## config.mk

```make
export PLATFORM = sky130hd
export DESIGN_NAME = imem_loader_flat
export DESIGN_NICKNAME = d
export VERILOG_FILES = /design/src/rtl/imem_loader_if.sv /design/src/rtl/imem_loader.sv /design/src/flat_wrapper.sv
export SDC_FILE = /design/constraint.sdc
export NUM_CORES = 1
export LEC_CHECK = 0
export BUFFER_PORTS_ARGS = -buffer_cell sky130_fd_sc_hd__buf_2
export CORE_MARGIN = 5
export CORE_UTILIZATION = 57
export CTS_BUF_LIST = sky130_fd_sc_hd__clkbuf_8 sky130_fd_sc_hd__clkbuf_16
export DETAILED_ROUTE_END_ITERATION = 8
export PLACE_DENSITY = 0.83
export SETUP_SLACK_MARGIN = 0.5
export SLEW_MARGIN = 10
export SYNTH_ARGS = -nofsm -noshare
export SYNTH_HDL_FRONTEND = slang
export SYNTH_SLANG_ARGS = --single-unit
```

## constraint.sdc

```tcl
create_clock -name clk -period 2.2 [get_ports clk]
set_clock_uncertainty 0.1 [all_clocks]
set_input_delay 0.44 -clock clk [delete_from_list [all_inputs] [get_ports clk]]
set_output_delay 0.44 -clock clk [all_outputs]
set_load 0.02 [all_outputs]
```

## src/rtl/imem_loader_if.sv

```systemverilog
// Byte-stream receive channel and instruction-memory write bus used by imem_loader.
// master: the loader side (consumes bytes, drives memory writes).
// slave: the byte source / memory side.
interface imem_loader_if #(
  parameter int unsigned ADDR_WIDTH = 8
) ();

  logic                  rx_valid;
  logic [7:0]            rx_data;
  logic                  rx_ready;
  logic                  imem_we;
  logic [ADDR_WIDTH-1:0] imem_addr;
  logic [31:0]           imem_wdata;

  modport master (
    input  rx_valid,
    input  rx_data,
    output rx_ready,
    output imem_we,
    output imem_addr,
    output imem_wdata
  );

  modport slave (
    output rx_valid,
    output rx_data,
    input  rx_ready,
    input  imem_we,
    input  imem_addr,
    input  imem_wdata
  );

endinterface

```

## src/rtl/imem_loader.sv

```systemverilog
// Program loader: takes a length-prefixed little-endian byte image and writes it word by
// word into instruction memory, holding the core in reset until the load succeeds.
// Optional feature macro: IMEM_LOADER_CHECKSUM_EN adds an XOR trailer byte check.
module imem_loader #(
  parameter int unsigned ADDR_WIDTH = 8,
  parameter int unsigned DEPTH      = 256
) (
  input  logic          clk,
  input  logic          reset,
  input  logic          start,
  imem_loader_if.master bus,
  output logic          core_reset,
  output logic          busy,
  output logic          done,
  output logic          error
);

  localparam int unsigned IdxW = ADDR_WIDTH + 1;

  // StLast is the write cycle of the final word when no trailer byte follows; it keeps
  // core_reset high until the last imem_we has been issued.
  typedef enum logic [2:0] {
    StIdle,
    StLenLo,
    StLenHi,
    StData,
    StChk,
    StLast,
    StDone,
    StErr
  } state_e;

  state_e                state_q, state_d;
  logic [7:0]            len_lo_q;
  logic [15:0]           len_q;
  logic [1:0]            byte_cnt_q;
  logic [IdxW-1:0]       word_idx_q;
  logic [23:0]           word_q;
  logic                  we_q;
  logic [ADDR_WIDTH-1:0] addr_q;
  logic [31:0]           wdata_q;
`ifdef IMEM_LOADER_CHECKSUM_EN
  logic [7:0]            chk_q;
`endif

  logic        rx_ready;
  logic        accept;
  logic        word_done;
  logic        last_word;
  logic        load_start;
  logic [15:0] len_new;

  assign rx_ready   = (state_q == StLenLo) || (state_q == StLenHi) ||
                      (state_q == StData)  || (state_q == StChk);
  assign accept     = bus.rx_valid && rx_ready;
  assign word_done  = accept && (state_q == StData) && (byte_cnt_q == 2'd3);
  assign last_word  = (32'(word_idx_q) + 32'd1) == 32'(len_q);
  assign load_start = start && ((state_q == StIdle) || (state_q == StDone) ||
                                (state_q == StErr));
  assign len_new    = {bus.rx_data, len_lo_q};

  assign bus.rx_ready   = rx_ready;
  assign bus.imem_we    = we_q;
  assign bus.imem_addr  = addr_q;
  assign bus.imem_wdata = wdata_q;
  assign busy           = rx_ready || (state_q == StLast);
  assign core_reset     = (state_q != StDone);
  assign done           = (state_q == StDone);
  assign error          = (state_q == StErr);

  // State register.
  always_ff @(posedge clk or negedge reset) begin
    if (!reset) begin
      state_q <= StIdle;
    end else begin
      state_q <= state_d;
    end
  end

  // Next-state logic; start is only honoured outside an active load.
  always_comb begin
    state_d = state_q;
    unique case (state_q)
      StIdle, StDone, StErr: begin
        if (start) state_d = StLenLo;
      end
      StLenLo: begin
        if (accept) state_d = StLenHi;
      end
      StLenHi: begin
        if (accept) begin
          if ((len_new == 16'd0) || (32'(len_new) > DEPTH)) state_d = StErr;
          else                                              state_d = StData;
        end
      end
      StData: begin
        if (word_done && last_word) begin
`ifdef IMEM_LOADER_CHECKSUM_EN
          state_d = StChk;
`else
          state_d = StLast;
`endif
        end
      end
`ifdef IMEM_LOADER_CHECKSUM_EN
      StChk: begin
        if (accept) state_d = (bus.rx_data == chk_q) ? StDone : StErr;
      end
`endif
      StLast: begin
        state_d = StDone;
      end
      default: begin
        state_d = StIdle;
      end
    endcase
  end

  // Datapath: length capture, byte assembly, write strobe generation.
  always_ff @(posedge clk or negedge reset) begin
    if (!reset) begin
      len_lo_q   <= '0;
      len_q      <= '0;
      byte_cnt_q <= '0;
      word_idx_q <= '0;
      word_q     <= '0;
      we_q       <= 1'b0;
      addr_q     <= '0;
      wdata_q    <= '0;
`ifdef IMEM_LOADER_CHECKSUM_EN
      chk_q      <= '0;
`endif
    end else begin
      we_q <= word_done;
      if (load_start) begin
        byte_cnt_q <= '0;
        word_idx_q <= '0;
`ifdef IMEM_LOADER_CHECKSUM_EN
        chk_q      <= '0;
`endif
      end
      if (accept && (state_q == StLenLo)) len_lo_q <= bus.rx_data;
      if (accept && (state_q == StLenHi)) len_q <= len_new;
      if (accept && (state_q == StData)) begin
        byte_cnt_q <= byte_cnt_q + 2'd1;
`ifdef IMEM_LOADER_CHECKSUM_EN
        chk_q      <= chk_q ^ bus.rx_data;
`endif
        unique case (byte_cnt_q)
          2'd0: word_q[7:0]   <= bus.rx_data;
          2'd1: word_q[15:8]  <= bus.rx_data;
          2'd2: word_q[23:16] <= bus.rx_data;
          2'd3: begin
            wdata_q    <= {bus.rx_data, word_q};
            addr_q     <= word_idx_q[ADDR_WIDTH-1:0];
            word_idx_q <= word_idx_q + 1'b1;
          end
          default: ;
        endcase
      end
    end
  end

endmodule
```

## src/flat_wrapper.sv

```systemverilog
// flat-port wrapper written by rule: the top's interface ports become plain ports
module imem_loader_flat 
#(
  parameter int unsigned ADDR_WIDTH = 8,
  parameter int unsigned DEPTH      = 256
)
  (clk, reset, start, core_reset, busy, done, error, bus_rx_valid, bus_rx_data, bus_rx_ready, bus_imem_we, bus_imem_addr, bus_imem_wdata);
  imem_loader_if #(.ADDR_WIDTH(ADDR_WIDTH)) bus_i ();
  input  logic clk;
  input  logic reset;
  input  logic start;
  output logic core_reset;
  output logic busy;
  output logic done;
  output logic error;
  input wire logic [$bits(bus_i.rx_valid)-1:0] bus_rx_valid;
  input wire logic [$bits(bus_i.rx_data)-1:0] bus_rx_data;
  output wire logic [$bits(bus_i.rx_ready)-1:0] bus_rx_ready;
  output wire logic [$bits(bus_i.imem_we)-1:0] bus_imem_we;
  output wire logic [$bits(bus_i.imem_addr)-1:0] bus_imem_addr;
  output wire logic [$bits(bus_i.imem_wdata)-1:0] bus_imem_wdata;
  assign bus_i.rx_valid = bus_rx_valid;
  assign bus_i.rx_data = bus_rx_data;
  assign bus_rx_ready = bus_i.rx_ready;
  assign bus_imem_we = bus_i.imem_we;
  assign bus_imem_addr = bus_i.imem_addr;
  assign bus_imem_wdata = bus_i.imem_wdata;
  imem_loader #(.ADDR_WIDTH(ADDR_WIDTH), .DEPTH(DEPTH)) u_core (.clk(clk), .reset(reset), .start(start), .bus(bus_i), .core_reset(core_reset), .busy(busy), .done(done), .error(error));
endmodule
```

# Word-level counts from Yosys, hierarchy flattened
# Cells that the tools add are included.
[totals]
reg_bits = 103
inputBits = 12
[op_classes]
n_eq_ne = 16
addsub = 3
reduce_logical = 24
n_mux = 11
order_cmp = 1
[op_table]
columns = ["cell", "count"]
rows = [
  ["32-bit by 16-bit == test with 1-bit output", 1],
  ["9-bit 2-to-1 mux", 3],
  ["16-bit by 9-bit > comparator with 1-bit output, second input constant", 1],
  ["16-bit zero test", 1],
  ["3-bit 2-to-1 mux", 5],
  ["3-bit case mux with 5 select lines", 1],
  ["3-bit == test, second input constant", 4],
  ["9-bit by 1-bit adder with 10-bit output, second input constant", 1],
  ["9-bit by 1-bit adder with 9-bit output, second input constant", 1],
  ["2-bit AND reduction", 4],
  ["1-bit logical AND", 7],
  ["1-bit logical OR", 7],
  ["3-bit by 2-bit == test with 1-bit output, second input constant", 2],
  ["2-bit == test, second input constant", 2],
  ["2-bit 2-to-1 mux", 2],
  ["2-bit by 1-bit inequality test with 1-bit output, second input constant", 2],
  ["2-bit inequality test, second input constant", 2],
  ["4-bit AND reduction", 1],
  ["3-bit by 1-bit == test with 1-bit output, second input constant", 1],
  ["3-bit zero test", 1],
  ["3-bit inequality test, second input constant", 1],
  ["3-bit OR reduction", 1],
  ["2-bit by 1-bit adder with 2-bit output, second input constant", 1],
  ["2-bit by 1-bit == test with 1-bit output, second input constant", 1],
  ["2 further kinds", 2],
]

# Depth between registers and ports, before layout
# Gate-level depths: netlist of run 1.
[depth]
ltp_word = 10
mapped_depth = 9
depth_no_buf = 6

# Worst setup path before layout of run 1
# Ideal clock, no wire load.
[synth_timing]
path_type = "register to register"
start = "register u_core.word_idx_q[1]"
end = "register u_core.state_q[1]"
t_required_ns = 1.981
path_slack_ns = 0.337
path_stages_with_launch = 8
period_less_slack_ns = 1.863
arrival_ns = 1.644
cell_sequence = "dfrtp_1 ha_1 and3_1 clkbuf_1 a31o_2 a221oi_1 a31oi_1 o21ba_1"
[synth_between]
elab_chain_len = 5
[synth_rtl]
columns = ["element", "line", "text"]
rows = [
  ["start: declaration", "imem_loader.sv:37", "logic [IdxW-1:0] word_idx_q;"],
  ["start signal: assignment", "imem_loader.sv:156", "word_idx_q <= word_idx_q + 1'b1;"],
  ["9-bit by 1-bit adder with 10-bit output", "imem_loader.sv:57", "assign last_word = (32'(word_idx_q) + 32'd1) == 32'(len_q);"],
  ["32-bit by 16-bit == test with 1-bit output", "imem_loader.sv:57", ""],
  ["1-bit logical AND", "imem_loader.sv:97", "if (word_done && last_word) begin"],
  ["2-bit inequality test (no source line)", "-", ""],
  ["4-bit AND reduction (no source line)", "-", ""],
  ["end signal: assignment", "imem_loader.sv:74", "state_q <= StIdle;"],
  ["end signal: assignment", "imem_loader.sv:76", "state_q <= state_d;"],
  ["end: declaration", "imem_loader.sv:33", "state_e state_q, state_d;"],
]
# No other way between the ends.
# A chain may end at the register's enable or synchronous reset.

# Worst setup path after layout of run 1
[layout_timing]
start = "register u_core.word_idx_q[1]"
end = "register u_core.state_q[2]"
# The elaborated chain is that of the path after synthesis.

==> results of run 1 <==
layout by cell type (no fill, tap or decap), types with 3 or more instances in the layout:
| cell type | Yosys | routed |
|---|---|---|
| buf_4 | 3 | 29 |
| dfrtp_1 | 103 | 96 |
| o21ai_2 | 0 | 6 |
| nand3_1 | 6 | 5 |
| o31ai_2 | 0 | 3 |
| mux2_2 | 63 | 50 |
| nand2_4 | 0 | 3 |
| buf_6 | 1 | 9 |
| buf_12 | 0 | 4 |
| or4_4 | 0 | 3 |
| ha_1 | 5 | 4 |
| clkbuf_8 | 0 | 11 |
| nor2_1 | 11 | 9 |
| xor2_1 | 5 | 5 |
| dfrtp_2 | 0 | 7 |
| a21oi_1 | 5 | 3 |
| o21ai_0 | 16 | 5 |
| mux2_4 | 0 | 13 |
| buf_2 | 13 | 51 |
| a31oi_2 | 0 | 3 |
| nand2_1 | 96 | 92 |
| o21ai_1 | 1 | 5 |
| inv_1 | 4 | 4 |
cell families after synthesis:
| group | after synthesis | share of synthesized area |
|---|---|---|
| simple gates | 143 | 0.145 |
| flops | 103 | 0.573 |
| mux | 64 | 0.160 |
| compound gates | 43 | 0.0615 |
| buf+inv | 26 | 0.0295 |
| xor+xnor | 9 | 0.0175 |
| fa+ha+maj | 5 | 0.0139 |
critical path, delay by kind of cell, from the launching register on:
kind	cells	cell delay (ps)
fa+ha+maj	1	300
xor+xnor	1	100
simple gates	2	470
flops	1	480
compound gates	2	430
repair_timing:
| action | 4_1_cts | 5_1_grt |
|---|---|---|
| endpoints found under the setup margin | 73 | 62 |
| endpoints found under the hold margin | 36 | 0 |
| hold buffers | 1 | 0 |
| cloned | 1 | 3 |
| resized for setup | 40 | 72 |
| setup buffers | 12 | 12 |
| pin swaps | 9 | 19 |
where the power goes:
part | switching [mW] | internal (mW) | leakage, nW
registers | 0.568 | 2.67 | 1.28
clock network | 0.659 | 0.473 | 0.0936
logic | 1.58 | 1.42 | 1.42
path summary, 6_finish.rpt:
| path | start | end | slack [ps] | cells after the start |
|---|---|---|---|---|
| worst min-delay path | bus_rx_data[5] | u_core.len_q[13] | 350 | 2 |
| max in group asynchronous | reset | u_core.word_idx_q[1] | 880 | 3 |
| worst max-delay path | u_core.word_idx_q[1] | u_core.state_q[2] | 210 | 6 |
| min in group asynchronous | reset | u_core.word_q[11] | 490 | 2 |
| worst min register to register | u_core.word_q[11] | u_core.bus.imem_wdata[11] | 370 | 2 |
| worst max register to register | u_core.word_idx_q[1] | u_core.state_q[2] | 210 | 6 |
through the flow:
stage / utilization / setup WS [ps] / hold slack, ps
3_3_place_gp: 0.642 / 354 / 340
3_5_place_dp: 0.642 / 274 / 345
4_1_cts: 0.698 / 335 / 326
6_report: 0.752 / 209 / 345
5_1_grt: 0.752 / 147 / 344
2_1_floorplan: - / 461 / 44.4
sequential cells by signal, summed over array words and instances (netlist names):
signal                 cells
u_core.len_lo_q            8
u_core.word_idx_q          9
u_core.len_q              16
u_core.bus.imem_wdata     32
u_core.byte_cnt_q          2
u_core.word_q             24
u_core.bus.imem_we         1
u_core.state_q             3
u_core.bus.imem_addr       8
final cells by class:
cell class / count / area [um2] / area share
Sequential cell: 103 / 2590 / 0.447
Multi-Input combinational cell: 264 / 2120 / 0.366
Timing Repair Buffer: 99 / 748 / 0.129
Clock buffer: 11 / 151 / 0.0262
Tap cell: 102 / 128 / 0.0221
Clock inverter: 4 / 28.8 / 0.00498
Inverter: 5 / 21.3 / 0.00368
layer usage:
metal / wire length (um) / vias up
met5: 0 / -
met4: 450 / 0
met3: 1020 / 49
met2: 6360 / 222
met1: 5080 / 1787
li1: - / 1536
==> metrics.csv, run 1 <==
metric,value,unit
place_area,4940,um2
ir_drop,0.000783,V
hp-class,in -> reg,
ys_async_sr_fraction,1.00,
initialDrtViolationCount,322,
cts_tree,built,
total_power,7.37,mW
synth-seq-area-share,0.573,
grt_pass1_vias,3451,
leakage,2.79,nW
synth-seq-cells,103,
row_count,32,
drv_cap,0,
wl_per_cell,22.0,um
grt_use_total,0.220,
synth-edff-count,0,
startpoint_type,flip-flop,
path_clk_slew,100,ps
grt_max_degree,41,
synth.top_cell.area_share,0.573,
max_clock_freq,0.502,GHz
synth_area_leaders,"dfrtp_1 57%, mux2_2 16%, nand2_1 8.0%",
cp_slowest_cell,dfrtp_2,
initial_core_util,0.585,
portBuffers,57,
synth.distinct_cells,49,
cts_buffers,9,
die_w,98.8,um
cp-end-kind,flip-flop,
synth_area,4500,um2
grt.busiest_layer,met2,
ios,58,
synthFlopType,dfrtp_1,
gp_congestion,0.872,
synth_nets,410,
firstDrtPassIters,5,
fin_nets,499,
clockBufferDepth,2,
cts_htree_levels,3,
yosys_warnings,0,
drcViolationCount,0,
rsz0062_at_grt,true,
dieArea,9770,um2
p_per_area,1280,nW/um2
period_needed,1990,ps
path_max_fanout,4,
cts_root_buf,clkbuf_8,
clock-sinks,103,
core,7690,um2
drv_slew,0,
crit_type,reg -> reg,
clk_latency,360,ps
grtUsageMet3,0.0460,
grtUsageMet2,0.367,
arrival,2150,ps
grt_pass1_wl,17100,um
fp.dieH,98.8,um
route.vias.total,3594,
antenna_found_initial,0,
synth.most_common_cell,dfrtp_1,
yosys.area.top_type,dfrtp_1,
fin_area,5780,um2
crit_chain,ha_4 > xnor2_2 > nand4_1 > nor4b_4 > o2111ai_2 > o21ai_1,
viasPerCell,6.11,
status,"complete, no violations",
placed_cells,544,
fin_crit_sh,0.905,
final_layout_size_suffix_gt1_frac,0.473,
worstPathRequired,2360,ps
slowest_delay,480,ps
maxSlewHeadroom,0.653,
final_cell_count_no_fill,588,
syn_inst,393,
dp.final_hpwl,6640,um
nFillCells,458,
syn_avg_cell_area,11.4,um2
ant_nets,0,
finalHoldViolations,0,
area_growth,28.5,%
setup_tns,0,ps
tightest_slew,520,ps
grt_overflow,0,
finalSetupViolCount,0,
synth.top_cells.by_count,"103 x dfrtp_1, 96 x nand2_1, 63 x mux2_2",
drt_wl_total,12900,um
met1_usage,0.289,
n_antenna_cell,0,
(Power assumes the default switching activity.)
==> run 2, diff against run 1 <==
Settings changed: ABC_AREA set to 1, CORE_ASPECT_RATIO set to 0.5.
==> metrics.csv, run 2 <==
metric,value,unit
finalHoldViolations,0,
portBuffers,57,
cts_root_buf,clkbuf_16,
synth_area,4440,um2
synth-seq-area-share,0.580,
drv_slew,0,
yosys_warnings,0,
max_clock_freq,0.449,GHz
synth.top_cell.area_share,0.580,
path_max_fanout,4,
fin_nets,639,
grt_overflow,0,
viasPerCell,5.85,
fin_crit_sh,1.01,
ant_nets,0,
cts_buffers,9,
cts_htree_levels,3,
dieArea,9760,um2
ir_drop,0.000546,V
core,7460,um2
dp.final_hpwl,6400,um
synth.top_cells.by_count,"209 x nand2_1, 103 x dfrtp_1, 75 x o21ai_0",
cp-startpoint,u_core.state_q[1],
status,finished with violations,
synth_nets,547,
timing.reg2reg.setup_slack,-30,ps
syn_inst,530,
hold_start,u_core.word_q[3],
finalSetupViolCount,1,
r2r_cells,16,
grt_pass1_vias,3702,
ys_async_sr_fraction,1.00,
whs,369,ps
arrival,2420,ps
path_clk_slew,70,ps
synthFlopType,dfrtp_1,
clock-sinks,103,
drt_wl_total,13800,um
r2r_start,u_core.state_q[1],
cp-end-kind,flip-flop,
synth_area_leaders,"dfrtp_1 58%, nand2_1 18%, o21ai_0 8.5%",
synth-seq-cells,103,
period_needed,2230,ps
startpoint_type,flip-flop,
crit_type,reg -> reg,
violations,setup timing,
gp_congestion,0.894,
setup_slack,-29.3,ps
firstDrtPassIters,6,
rsz0062_at_grt,true,
setup_tns,-29.3,ps
wl_per_cell,18.8,um
grt_pass1_wl,17200,um
yosys.area.top_type,dfrtp_1,
initialDrtViolationCount,574,
final_cell_mix,"194 x nand2_1, 97 x dfrtp_1, 58 x o21ai_0, 51 x buf_2, 42 x inv_1",
rr_endpoint,u_core.state_q[1],
leakage,3.07,nW
ios,58,
hp-class,reg -> reg,
clockBufferDepth,2,
die_w,135,um
synth-edff-count,0,
row_count,22,
largest_reg_flops,32,
initial_core_util,0.595,
drv_cap,0,
area_growth,30.5,%
grt_max_degree,43,
p_per_area,1130,nW/um2
holdPathStages,2,
pre_cts_ws,272,ps
synth.distinct_cells,24,
antenna_found_initial,0,
clk_latency,360,ps
layout_commonest_cell,nand2_1,
min_to,u_core.bus.imem_wdata[3],
fp.dieH,72.4,um
route.vias.total,4309,
maxSlewHeadroom,0.665,
grt_use_total,0.226,
tightest_slew,503,ps
synth.most_common_cell,nand2_1,
drcViolationCount,0,
cts_tree,built,
worstPathRequired,2390,ps
syn_avg_cell_area,8.38,um2
final_layout_size_suffix_gt1_frac,0.266,
## run 2: cell types whose count changed in the layout (fill, tap and decap cells not counted), sizes merged, moves of 4 or more
| cell | before | now |
|---|---|---|
| o31ai | 5 | 0 |
| mux2 | 63 | 0 |
| a31oi | 4 | 0 |
| xnor2 | 4 | 0 |
| xor2 | 5 | 0 |
| nor3 | 5 | 1 |
| inv | 8 | 48 |
| nor2 | 11 | 23 |
| nand3 | 7 | 32 |
| nand2 | 97 | 212 |
| o21ai | 17 | 75 |
| nand4 | 1 | 5 |
## run 2: worst max path at each step
stage                              to  slack, ps  cells after the start
finish              u_core.state_q[1]        -30                     16
detailed placement  u_core.state_q[0]        270                     14
floorplan           u_core.state_q[0]        490                     12
global placement         bus_rx_ready        370                      8
CTS                      bus_rx_ready        210                      7
global route        u_core.state_q[1]        -70                     16
## run 2: power breakdown
| group | switching (mW) | internal [mW] |
|---|---|---|
| logic | 1.32 | 0.912 |
| registers | 0.355 | 2.31 |
| clock network | 0.716 | 0.921 |
| total | 2.39 | 4.14 |
## run 2: worst max-delay path: stages (launching register included)
cell and delay, ps:
dfrtp_1 460, inv_2 90, nor2_4 160, inv_2 80, nor2_4 110, inv_2 50, buf_4 130, buf_6 110
buf_6 110, buf_6 100, buf_6 100, buf_6 110, buf_6 110, buf_4 120, nand2_2 70, nand3_2 60
nand2_1 100
## run 2: final cells by class
cell class                      instances  area, um2
Sequential cell                       103       2580
Multi-Input combinational cell        361       1770
Fill cell                             411       1660
Timing Repair Buffer                  101        825
Clock buffer                           10        239
Inverter                               46        176
Tap cell                              108        135
Clock inverter                          6       67.6
Antenna cell                            1       2.50
## run 2: cell families (layout without fill, tap and decap cells)
group / Yosys count / after routing / synth area share
buffers and inverters: 66 / 163 / 0.0578
AO/OA/AOI/OAI: 79 / 79 / 0.0902
AND/OR/NAND/NOR: 277 / 277 / 0.258
adder cells (fa/ha/maj): 5 / 5 / 0.0141
flip-flops: 103 / 103 / 0.580
other: 0 / 1 / 0
## run 2: timing repair
action | in CTS | in global routing
setup endpoints to repair | 8 | 86
cloned | 0 | 4
hold buffers | 1 | 0
endpoints found under the hold margin | 37 | 0
setup buffers | 19 | 12
gates resized for setup | 23 | 74
pin swaps | 9 | 11
## run 2: stage by stage
| step | area [um2] | utilization | cells | total power, mW |
|---|---|---|---|---|
| after floorplan | 4450 | - | 530 | 3.49 |
| final | 5800 | 0.777 | 736 | 6.53 |
| after detailed placement | 4870 | 0.653 | 683 | 3.90 |
| after global placement | 4870 | 0.653 | 683 | 3.84 |
| after CTS | 5390 | 0.722 | 719 | 5.76 |
| after global routing | 5790 | 0.777 | 735 | 6.81 |
## run 2: routing by layer
layer / global-route usage / share of wire / vias to the layer above
met5: 0 / 0 / -
li1: - / - / 1868
met1: 0.282 / 0.38 / 2058
met2: 0.380 / 0.47 / 293
met3: 0.0665 / 0.097 / 90
met4: 0.0847 / 0.058 / 0
